[src/rtl/step_pair_engine.sv]
// Purpose : bounded step engine for a coupled (x, y) counter pair with a wrap
//           or saturate overflow policy, a start/busy/done run FSM and a
//           built-in invariant monitor.
// Latency : start/sel sampled at posedge clk; x, y, iter and all flags update
//           at that edge. Results are visible one cycle after the input is
//           driven. There is no combinational path from sel to x/y.
// Backpres: none. A step requested in IDLE or DONE is dropped silently. With
//           SAT=1, a step that would carry or borrow is dropped and flagged on
//           blocked.
// Ports   : clk, rst (sync active-high); start, sel[1:0] (01 up, 10 down);
//           x, y [W-1:0]; iter (applied steps in this run); busy (RUN);
//           done (DONE level); blocked (1-cycle pulse); inv_ok (comb).
module step_pair_engine #(
  parameter int W        = 10,
  parameter int X_INIT   = 2,
  parameter int Y_INIT   = 0,
  parameter int X_STEP   = 2,
  parameter int Y_STEP   = 1,
  parameter int MAX_ITER = 16,
  parameter bit SAT      = 1'b0,
  localparam int IW      = $clog2(MAX_ITER + 1)
) (
  input  logic          clk,
  input  logic          rst,
  input  logic          start,
  input  logic [1:0]    sel,
  output logic [W-1:0]  x,
  output logic [W-1:0]  y,
  output logic [IW-1:0] iter,
  output logic          busy,
  output logic          done,
  output logic          blocked,
  output logic          inv_ok
);

  typedef enum logic [1:0] {
    S_IDLE = 2'd0,
    S_RUN  = 2'd1,
    S_DONE = 2'd2
  } state_t;

  state_t        state_q, state_d;
  logic [W-1:0]  x_q, x_d;
  logic [W-1:0]  y_q, y_d;
  logic [W-1:0]  k_q, k_d;
  logic [IW-1:0] iter_q, iter_d;
  logic          blocked_q, blocked_d;

  // W+1-bit sums: the top bit is the carry (up) or borrow (down) out of bit W-1.
  logic [W:0] x_up, y_up, x_dn, y_dn;
  logic       step_up, step_dn, ovf, step_apply;

  always_comb begin
    x_up = {1'b0, x_q} + (W+1)'(X_STEP);
    y_up = {1'b0, y_q} + (W+1)'(Y_STEP);
    x_dn = {1'b0, x_q} - (W+1)'(X_STEP);
    y_dn = {1'b0, y_q} - (W+1)'(Y_STEP);
    // start beats sel, so a step is only requested in RUN without start.
    step_up = (state_q == S_RUN) && !start && (sel == 2'b01);
    step_dn = (state_q == S_RUN) && !start && (sel == 2'b10);
    ovf     = (step_up && (x_up[W] || y_up[W])) ||
              (step_dn && (x_dn[W] || y_dn[W]));
    // Under SAT the whole pair step is dropped if either coordinate overflows.
    step_apply = (step_up || step_dn) && !(SAT && ovf);
  end

  // Datapath next-state.
  always_comb begin
    x_d       = x_q;
    y_d       = y_q;
    k_d       = k_q;
    iter_d    = iter_q;
    blocked_d = 1'b0;
    if (start) begin
      x_d    = W'(X_INIT);
      y_d    = W'(Y_INIT);
      k_d    = '0;
      iter_d = '0;
    end else if (step_apply) begin
      x_d    = step_up ? x_up[W-1:0] : x_dn[W-1:0];
      y_d    = step_up ? y_up[W-1:0] : y_dn[W-1:0];
      k_d    = step_up ? k_q + W'(1) : k_q - W'(1);
      iter_d = iter_q + IW'(1);
    end else if (step_up || step_dn) begin
      blocked_d = 1'b1;
    end
  end

  // FSM: state register plus all datapath flops.
  always_ff @(posedge clk) begin
    if (rst) begin
      state_q   <= S_IDLE;
      x_q       <= W'(X_INIT);
      y_q       <= W'(Y_INIT);
      k_q       <= '0;
      iter_q    <= '0;
      blocked_q <= 1'b0;
    end else begin
      state_q   <= state_d;
      x_q       <= x_d;
      y_q       <= y_d;
      k_q       <= k_d;
      iter_q    <= iter_d;
      blocked_q <= blocked_d;
    end
  end

  // FSM: next-state logic.
  always_comb begin
    state_d = state_q;
    unique case (state_q)
      S_IDLE: if (start) state_d = S_RUN;
      S_RUN: begin
        if (start) state_d = S_RUN;
        else if (step_apply && (iter_q == IW'(MAX_ITER - 1))) state_d = S_DONE;
      end
      S_DONE: if (start) state_d = S_RUN;
      default: state_d = S_IDLE;
    endcase
  end

  // FSM: outputs and the invariant monitor.
  logic [W-1:0] x_exp, y_exp;
  always_comb begin
    busy    = (state_q == S_RUN);
    done    = (state_q == S_DONE);
    x       = x_q;
    y       = y_q;
    iter    = iter_q;
    blocked = blocked_q;
    // k*STEP in W-bit arithmetic is exactly the modulo-2^W displacement.
    x_exp   = W'(X_INIT) + k_q * W'(X_STEP);
    y_exp   = W'(Y_INIT) + k_q * W'(Y_STEP);
    inv_ok  = (x_q == x_exp) && (y_q == y_exp);
  end

endmodule
[config.mk]
export PLATFORM = sky130hd
export DESIGN_NAME = step_pair_engine
export DESIGN_NICKNAME = d
export VERILOG_FILES = /design/src/rtl/step_pair_engine.sv
export SDC_FILE = /design/constraint.sdc
export NUM_CORES = 1
export LEC_CHECK = 0
export ABC_AREA = 0
export BUFFER_PORTS_ARGS = -buffer_cell sky130_fd_sc_hd__buf_2
export CAP_MARGIN = 20
export CORE_MARGIN = 5
export CORE_UTILIZATION = 35
export CTS_CLUSTER_SIZE = 25
export DETAILED_ROUTE_END_ITERATION = 10
export SLEW_MARGIN = 25
export SYNTH_ARGS = -nofsm -noshare
export SYNTH_HDL_FRONTEND = slang
export SYNTH_SLANG_ARGS = --single-unit
[constraint.sdc]
create_clock -name clk -period 3.5 [get_ports clk]
set_input_delay 0.175 -clock clk [delete_from_list [all_inputs] [get_ports clk]]
set_output_delay 0.175 -clock clk [all_outputs]
set_load 0.01 [all_outputs]
======== Word level (Yosys, flattened, before mapping) ========
Index checks and enable logic that the tools add are counted.
storage, ports and cells
  word-level logic and storage cells ...... 40
  flip-flop bits (word level) ............. 37
  bits in writable memories ............... 0
  latch bits .............................. 0
  ROM bits ................................ 0
  memories ................................ 0
cells by class
  bitwise logic cells ..................... 0
  order comparisons ....................... 0
  divide/modulo/power cells ............... 0
  mux-type cells .......................... 7
  add/subtract/negate cells ............... 8
  shift-type cells ........................ 0
  multiply operators ...................... 0
  reductions and logical operators ........ 11
  eq/ne operators ......................... 9
operator list
  cell                                                                      number
  10-bit 2-to-1 mux                                                         3
  10-bit by 1-bit adder with 10-bit output (second input constant)          2
  10-bit == test                                                            2
  10-bit by 1-bit subtractor with 10-bit output (second input constant)     2
  10-bit by 2-bit adder with 10-bit output (second input constant)          1
  2-bit by 10-bit adder with 10-bit output (first input constant)           1
  10-bit by 2-bit subtractor with 10-bit output (second input constant)     1
  2-bit 2-to-1 mux                                                          3
  5-bit by 1-bit adder with 5-bit output (second input constant)            1
  5-bit by 4-bit == test with 1-bit output (second input constant)          1
  1-bit logical AND                                                         5
  2-bit by 1-bit == test with 1-bit output (second input constant)          2
  2-bit == test (second input constant)                                     2
  2-bit case mux with 2 select lines                                        1
  2-bit OR reduction                                                        2
  3-bit by 2-bit inequality test with 1-bit output (second input constant)  1
  2-bit logical NOT                                                         1
  2-bit by 1-bit inequality test with 1-bit output (second input constant)  1
  2-bit AND reduction                                                       1
  1-bit logical NOT                                                         1
  1-bit logical OR                                                          1

======== Logic depth before layout (Yosys ltp) ========
Gate-level depths: netlist (run 1).
  word-level depth ........................ 8
  gate-level depth with buffers ........... 10
  gate-level depth less buffers ........... 10

======== Worst setup path after synthesis (run 1) ========
OpenSTA, ideal clock, no wires.
  path type ............................... register to register
  start point ............................. register state_q[0]
  end point ............................... register y_q[9] (netlist: y[9])
  arrival ................................. 2.868 ns
  cell stages (with the launch flop) ...... 10
  setup slack ............................. 0.573 ns
  buffers on the path ..................... 0
  library setup time ...................... 0.059 ns
  cells stage by stage .................... dfxtp_1 -> nor3b_2 -> nand3b_1 -> ha_1 -> a21o_1 -> a21oi_1 -> a21oi_1 -> or3_1 -> a211o_1 -> nand2_1
between the ends
  cells in the longest elaborated chain, start to end .. 4
ends and longest elaborated chain
  what                                                          line    text
  from (decl)                                                   42      state_t state_q, state_d;
  from (signal assigned)                                        99      state_q <= state_d;
  2-bit by 1-bit == test with 1-bit output *                    59, 60
  1-bit logical AND *                                           59, 60
  1-bit logical AND, on equally long branches                   59, 60
  10-bit 2-to-1 mux / 1-bit logical OR (equally long branches)  81, 64
  to (signal assigned)                                          94      y_q <= W'(Y_INIT);
  to (signal assigned)                                          101     y_q <= y_d;
  to (decl)                                                     44      logic [W-1:0] y_q, y_d;
Every way passes the cells marked *; elsewhere a longest branch is shown, timed or not.
A chain may end at the register's enable or synchronous reset.

======== Final worst setup path (run 1) ========
  start point ............................. register state_q[0]
  end point ............................... register x_q[9] (netlist: x[9])
between the ends
  cells in the longest elaborated chain, start to end .. 4
ends and longest elaborated chain
  what                                                          line    text
  2-bit by 1-bit == test with 1-bit output *                    59, 60
  1-bit logical AND *                                           59, 60
  1-bit logical AND, on equally long branches                   59, 60
  10-bit 2-to-1 mux / 1-bit logical OR (equally long branches)  80, 64
  to (signal assigned)                                          93      x_q <= W'(X_INIT);
  to (decl)                                                     43      logic [W-1:0] x_q, x_d;
Marks and branches as above.

==> flow_metrics.py, run 1 <==
metrics = {
    "global_routing": {
        "first_global_vias": 2406,
        "grt_usage": 0.140,
        "grt-ovfl-total": 0,
        "grt_max_degree": 36,
        "grt_pass1_wl_microns": 11200,
        "antenna_found_initial": 0,
    },
    "min_path": {
        "min-delay-start": "rst",
        "whs_endpoint": "state_q[0]",
        "hp-class": "primary input to flip-flop",
        "hold_depth": 2,
    },
    "clock_tree": {
        "post_cts_buffers": 0,
        "cts.repair.resized": 0,
        "cts_inserted_buffers": 5,
        "clock_sinks": 36,
        "clk-insertion-delay-late_ps": 290,
        "hold_buffers": 0,
        "cts_tree": "built",
        "clk_pin_slew_ps": 90,
        "htreeDepth": 2,
        "cts-root-buf": "clkbuf_8",
        "cts_buffer_depth": 2,
    },
    "power_and_ir_drop": {
        "swShare": 0.291,
        "p_seq_frac": 0.433,
        "p_comb_frac": 0.171,
        "vdd_drop_max_v": 0.000156,
        "p_clk_frac": 0.396,
        "p_per_area_mw_per_mm2": 321,
        "internal_power_mw": 0.703,
        "p_leak_nw": 1.28,
        "finalPower_mw": 0.991,
        "p_sw_mw": 0.288,
    },
    "setup_path": {
        "reg2reg_to": "x[9]",
        "arrival_ps": 3200,
        "reg2reg_depth": 10,
        "startpoint_type": "flip-flop",
        "required_ps": 3720,
        "end_kind": "flip-flop",
        "r2r_setup_slack_ps": 520,
        "cp_max_fo": 14,
        "r2r-start": "state_q[0]",
        "critical_path_class": "flip-flop to flip-flop",
    },
    "detailed_routing": {
        "num_vias": 2551,
        "final_antenna_net_count": 0,
        "firstDrtPassIters": 4,
        "first_iter_violations": 73,
        "routedWlPerCell_microns": 14.3,
        "via_per_inst": 5.35,
        "wirelength_microns": 6810,
        "drc": 0,
    },
    "sta": {
        "worstMarginPinSlew_ps": 672,
        "setup_ws_ps": 521,
        "max-slew-margin-rel": 0.552,
        "post-route-period-util": 0.851,
        "fin_skew_ps": 5.02,
        "hold_ws_ps": 93.1,
        "maxSlewViolCount": 0,
        "setup_viol": 0,
        "min_period_ps": 2980,
        "grt_setup_unrepaired": "false",
        "max_freq_ghz": 0.336,
        "hold_viol_final": 0,
        "tns_ps": 0,
    },
    "place": {
        "io_buffers": 31,
        "place_ws_ps": 508,
        "hpwl_microns": 5020,
        "gp_congestion": 0.763,
        "placedCellCount": 469,
        "postPlaceCellArea_sq_mm": 0.00297,
    },
    "logic_synthesis": {
        "yosys-top-cells-area": "dfxtp_1, ha_1, a21oi_1",
        "synthMuxAreaShare": 0,
        "yosys.area_share.simple": 0.260,
        "yosys.area.top_type": "dfxtp_1",
        "synth_edf_count": 0,
        "synth_top_area_frac": 0.264,
        "syn_avg_cell_area_sq_um": 7.86,
        "synth-seq-area-share": 0.264,
        "synth_xor_area_frac": 0.109,
        "synth_seq_cells": 36,
        "synth_async_sr_flop_share": 0,
        "synth-adder-area-share": 0.141,
        "synth_top_family_by_area": "simple AND/OR/NAND/NOR gates",
        "synth_ff_type": "dfxtp_1",
        "syn_area_sq_mm": 0.00273,
        "synth_compound_area_frac": 0.177,
        "synth-warning-count": 0,
        "syn_inst": 347,
        "ys_types": 43,
    },
    "layout": {
        "nets": 408,
        "area_delta_synth_final_pct": 13.1,
        "drive_above_1_share": 0.125,
        "layout_common_cells": "dfxtp_1, nand2_1, a21oi_1",
        "antennaDiodeCount": 0,
        "final_util": 0.404,
        "instances_no_fill": 477,
        "fin_area_sq_mm": 0.00309,
        "final_common_cell": "dfxtp_1",
    },
    "die": {
        "initial_utilization": 0.357,
        "rows": 32,
        "die_area_sq_mm": 0.00966,
        "core_sq_mm": 0.00765,
        "die_y_microns": 98.3,
        "io_pins": 34,
        "die_w_microns": 98.3,
    },
    "run": {
        "drv_cap": 0,
    },
    "status": {
        "status": "finished, final reports clean",
    },
}
worst max-delay path by stage:
stage / start / cells after the start / slack, ps / endpoint
2_1_floorplan: state_q[0] / 9 / 570 / y[9]
3_3_place_gp: state_q[0] / 10 / 610 / x[9]
3_5_place_dp: state_q[0] / 10 / 510 / x[9]
4_1_cts: state_q[0] / 10 / 480 / x[9]
5_1_grt: state_q[0] / 10 / 240 / x[9]
6_report: state_q[0] / 10 / 520 / x[9]
power groups by stage:
stage | logic (mW) | clock network, mW | registers (mW)
3_5_place_dp | 0.168 | 0 | 0.439
5_1_grt | 0.189 | 0.421 | 0.431
2_1_floorplan | 0.129 | 0 | 0.437
6_report | 0.169 | 0.392 | 0.430
3_3_place_gp | 0.167 | 0 | 0.439
4_1_cts | 0.169 | 0.402 | 0.430
area by class of cell:
cell class,count,area [sq um]
fill,813,4560
sequential,36,721
timing repair buffer,35,185
tap,102,128
clock inverter,3,46.3
clock buffer,5,68.8
inverter,14,52.6
multi-input combinational,282,1890
per-layer routing:
layer,global-route usage,vias to the layer above,part of all wire
met3,0.0271,5,0.054
met5,0,-,0
met1,0.177,1205,0.47
li1,-,1291,-
met2,0.246,50,0.47
met4,0.0315,0,0.0075
flip-flops by register name, summed over array words and instances (netlist names):
signal   cells
k_q         10
iter         5
x            9
state_q      2
y           10
synth_stat cells, types with 8 or more instances:
cell type and n:
dfxtp_1 36, nand2_1 35, a21oi_1 34, ha_1 26, nor2_1 22, o21ai_0 21
xnor2_1 18, xor2_1 16, inv_1 14, clkbuf_1 12, nand3_1 12, nand4_1 10
nor2b_1 10, or3_1 8
cells by family after synthesis:
family | after synthesis
compound gates | 83
xor+xnor | 34
fa+ha+maj | 29
buf+inv | 30
flops | 36
other cells | 1
simple gates | 134
worst max-delay path, cell delays in order, from the launching register on:
cell      delay [ps]
dfxtp_1          380
nor3b_2          230
nand3b_1         480
inv_1            390
fa_1             270
nor2b_1           80
o31a_1           280
o211ai_1         200
a21oi_1          110
or3_1            370
a21oi_1          120
Note: power is estimated with default switching activity, not from simulation.
==> run 2, diff against run 1 <==
- RECOVER_POWER: not set -> 25
==> run 2 against run 1 <==
  * Clock-buffer cell count did not move
  * Critical path type unchanged
  * Final cell count did not move
  * Global-route usage did not move
  * Sequential share of layout area rose by 0.14 points
  * Sequential power barely moved
  * Largest cell class unchanged
  * Routed wire length fell by 0.79%
  * Highest routed layer unchanged
  * Flip-flop and latch count did not move
==> flow_metrics.py, run 2 (synthesized netlist as in run 1, its figures left out) <==
metrics = {
    "layout": {
        "nets": 408,
        "drive_above_1_share": 0.0853,
        "area_delta_synth_final_pct": 12.4,
        "antennaDiodeCount": 0,
        "n_fill_cell": 819,
        "final_common_cell": "dfxtp_1",
        "layout_common_cells": "dfxtp_1, nand2_1, a21oi_1",
        "final_util": 0.401,
    },
    "setup_path": {
        "cpPeakStageDelay_ps": 480,
        "critical_path_class": "flip-flop to flip-flop",
        "path_buf_inv": 1,
        "cp_max_fo": 14,
        "required_ps": 3720,
        "path_cells": "nor3b_2, nand3b_1, inv_1, fa_1, nor2b_1, o31a_1, o211ai_1, a21oi_1, or3_1, a21oi_1",
        "cp_top_family": "simple AND/OR/NAND/NOR gates",
        "crit_top_cell": "a21oi_1",
        "arrival_ps": 3200,
        "slowest_stage": "nand3b_1",
        "startpoint_type": "flip-flop",
        "end_kind": "flip-flop",
    },
    "die": {
        "die_w_microns": 98.3,
        "die_area_sq_mm": 0.00966,
        "core_sq_mm": 0.00765,
        "initial_utilization": 0.357,
        "rows": 32,
        "die_y_microns": 98.3,
        "io_pins": 34,
    },
    "sta": {
        "maxSlewViolCount": 0,
        "tns_ps": 0,
        "fin_skew_ps": 4.73,
        "min_period_ps": 2980,
        "grt_setup_unrepaired": "false",
        "max_freq_ghz": 0.336,
        "hold_viol_final": 0,
        "setup_viol": 0,
        "worstMarginPinSlew_ps": 677,
        "post-route-period-util": 0.851,
        "max-slew-margin-rel": 0.548,
    },
    "power_and_ir_drop": {
        "vdd_drop_max_v": 0.000156,
        "p_leak_nw": 1.21,
        "p_per_area_mw_per_mm2": 323,
    },
    "clock_tree": {
        "cts_inserted_buffers": 5,
        "post_cts_buffers": 0,
        "clk-insertion-delay-late_ps": 290,
        "cts_buffer_depth": 2,
        "htreeDepth": 2,
        "clk_pin_slew_ps": 90,
        "clock_sinks": 36,
        "hold_buffers": 0,
        "cts-root-buf": "clkbuf_8",
        "cts.repair.resized": 0,
        "cts_tree": "built",
    },
    "place": {
        "hpwl_microns": 5020,
        "gp_congestion": 0.763,
        "io_buffers": 31,
    },
    "run": {
        "drv_cap": 0,
    },
    "global_routing": {
        "grt_max_degree": 36,
        "antenna_found_initial": 0,
        "grt_pass1_wl_microns": 11200,
        "grt_usage": 0.140,
        "first_global_vias": 2406,
        "grt-ovfl-total": 0,
    },
    "detailed_routing": {
        "final_antenna_net_count": 0,
        "num_vias": 2558,
        "wirelength_microns": 6750,
        "firstDrtPassIters": 4,
        "routedWlPerCell_microns": 14.2,
        "first_iter_violations": 69,
        "drc": 0,
        "via_per_inst": 5.36,
    },
    "status": {
        "status": "finished, final reports clean",
    },
    "min_path": {
        "hp-class": "primary input to flip-flop",
    },
}
-- run 2: final cells by class --
class	instances	area, sq um	area share
Sequential cell	36	721	0.235
Multi-Input combinational cell	282	1890	0.615
Timing Repair Buffer	35	166	0.0542
Clock buffer	5	68.8	0.0224
Tap cell	102	128	0.0416
Clock inverter	3	46.3	0.0151
Inverter	14	52.6	0.0171
-- run 2: worst paths after layout --
kind,slack (ps),cells after the start,endpoint,startpoint
setup / recovery,520,10,x[9],state_q[0]
hold / removal,90,2,state_q[0],rst
setup reg to reg,520,10,x[9],state_q[0]
hold reg to reg,490,2,k_q[9],k_q[9]
-- run 2: power breakdown --
| part | switching, mW | internal (mW) | leakage [nW] |
|---|---|---|---|
| Combinational | 0.0979 | 0.0706 | 0.866 |
| Sequential | 0.0126 | 0.417 | 0.291 |
| Clock | 0.177 | 0.215 | 0.0548 |
| Total | 0.288 | 0.703 | 1.21 |
-- run 2: through the flow --
stage                     hold WS (ps)  power, mW  area, sq um  std cells  setup slack, ps
after floorplan                    253      0.566         2730        348              573
after global placement             374      0.606         2970        469              614
after detailed placement           389      0.608         2970        469              508
after CTS                         74.6       1.00         3080        477              482
after global routing              87.8       1.04         3070        477              241
final                             92.9      0.990         3070        477              520
-- run 2: per-layer routing --
layer	GRT usage	vias up	part of all wire
met3	0.0271	5	0.052
met2	0.246	58	0.47
met5	0	-	0
met1	0.177	1202	0.47
met4	0.0315	0	0.0076
li1	-	1293	-
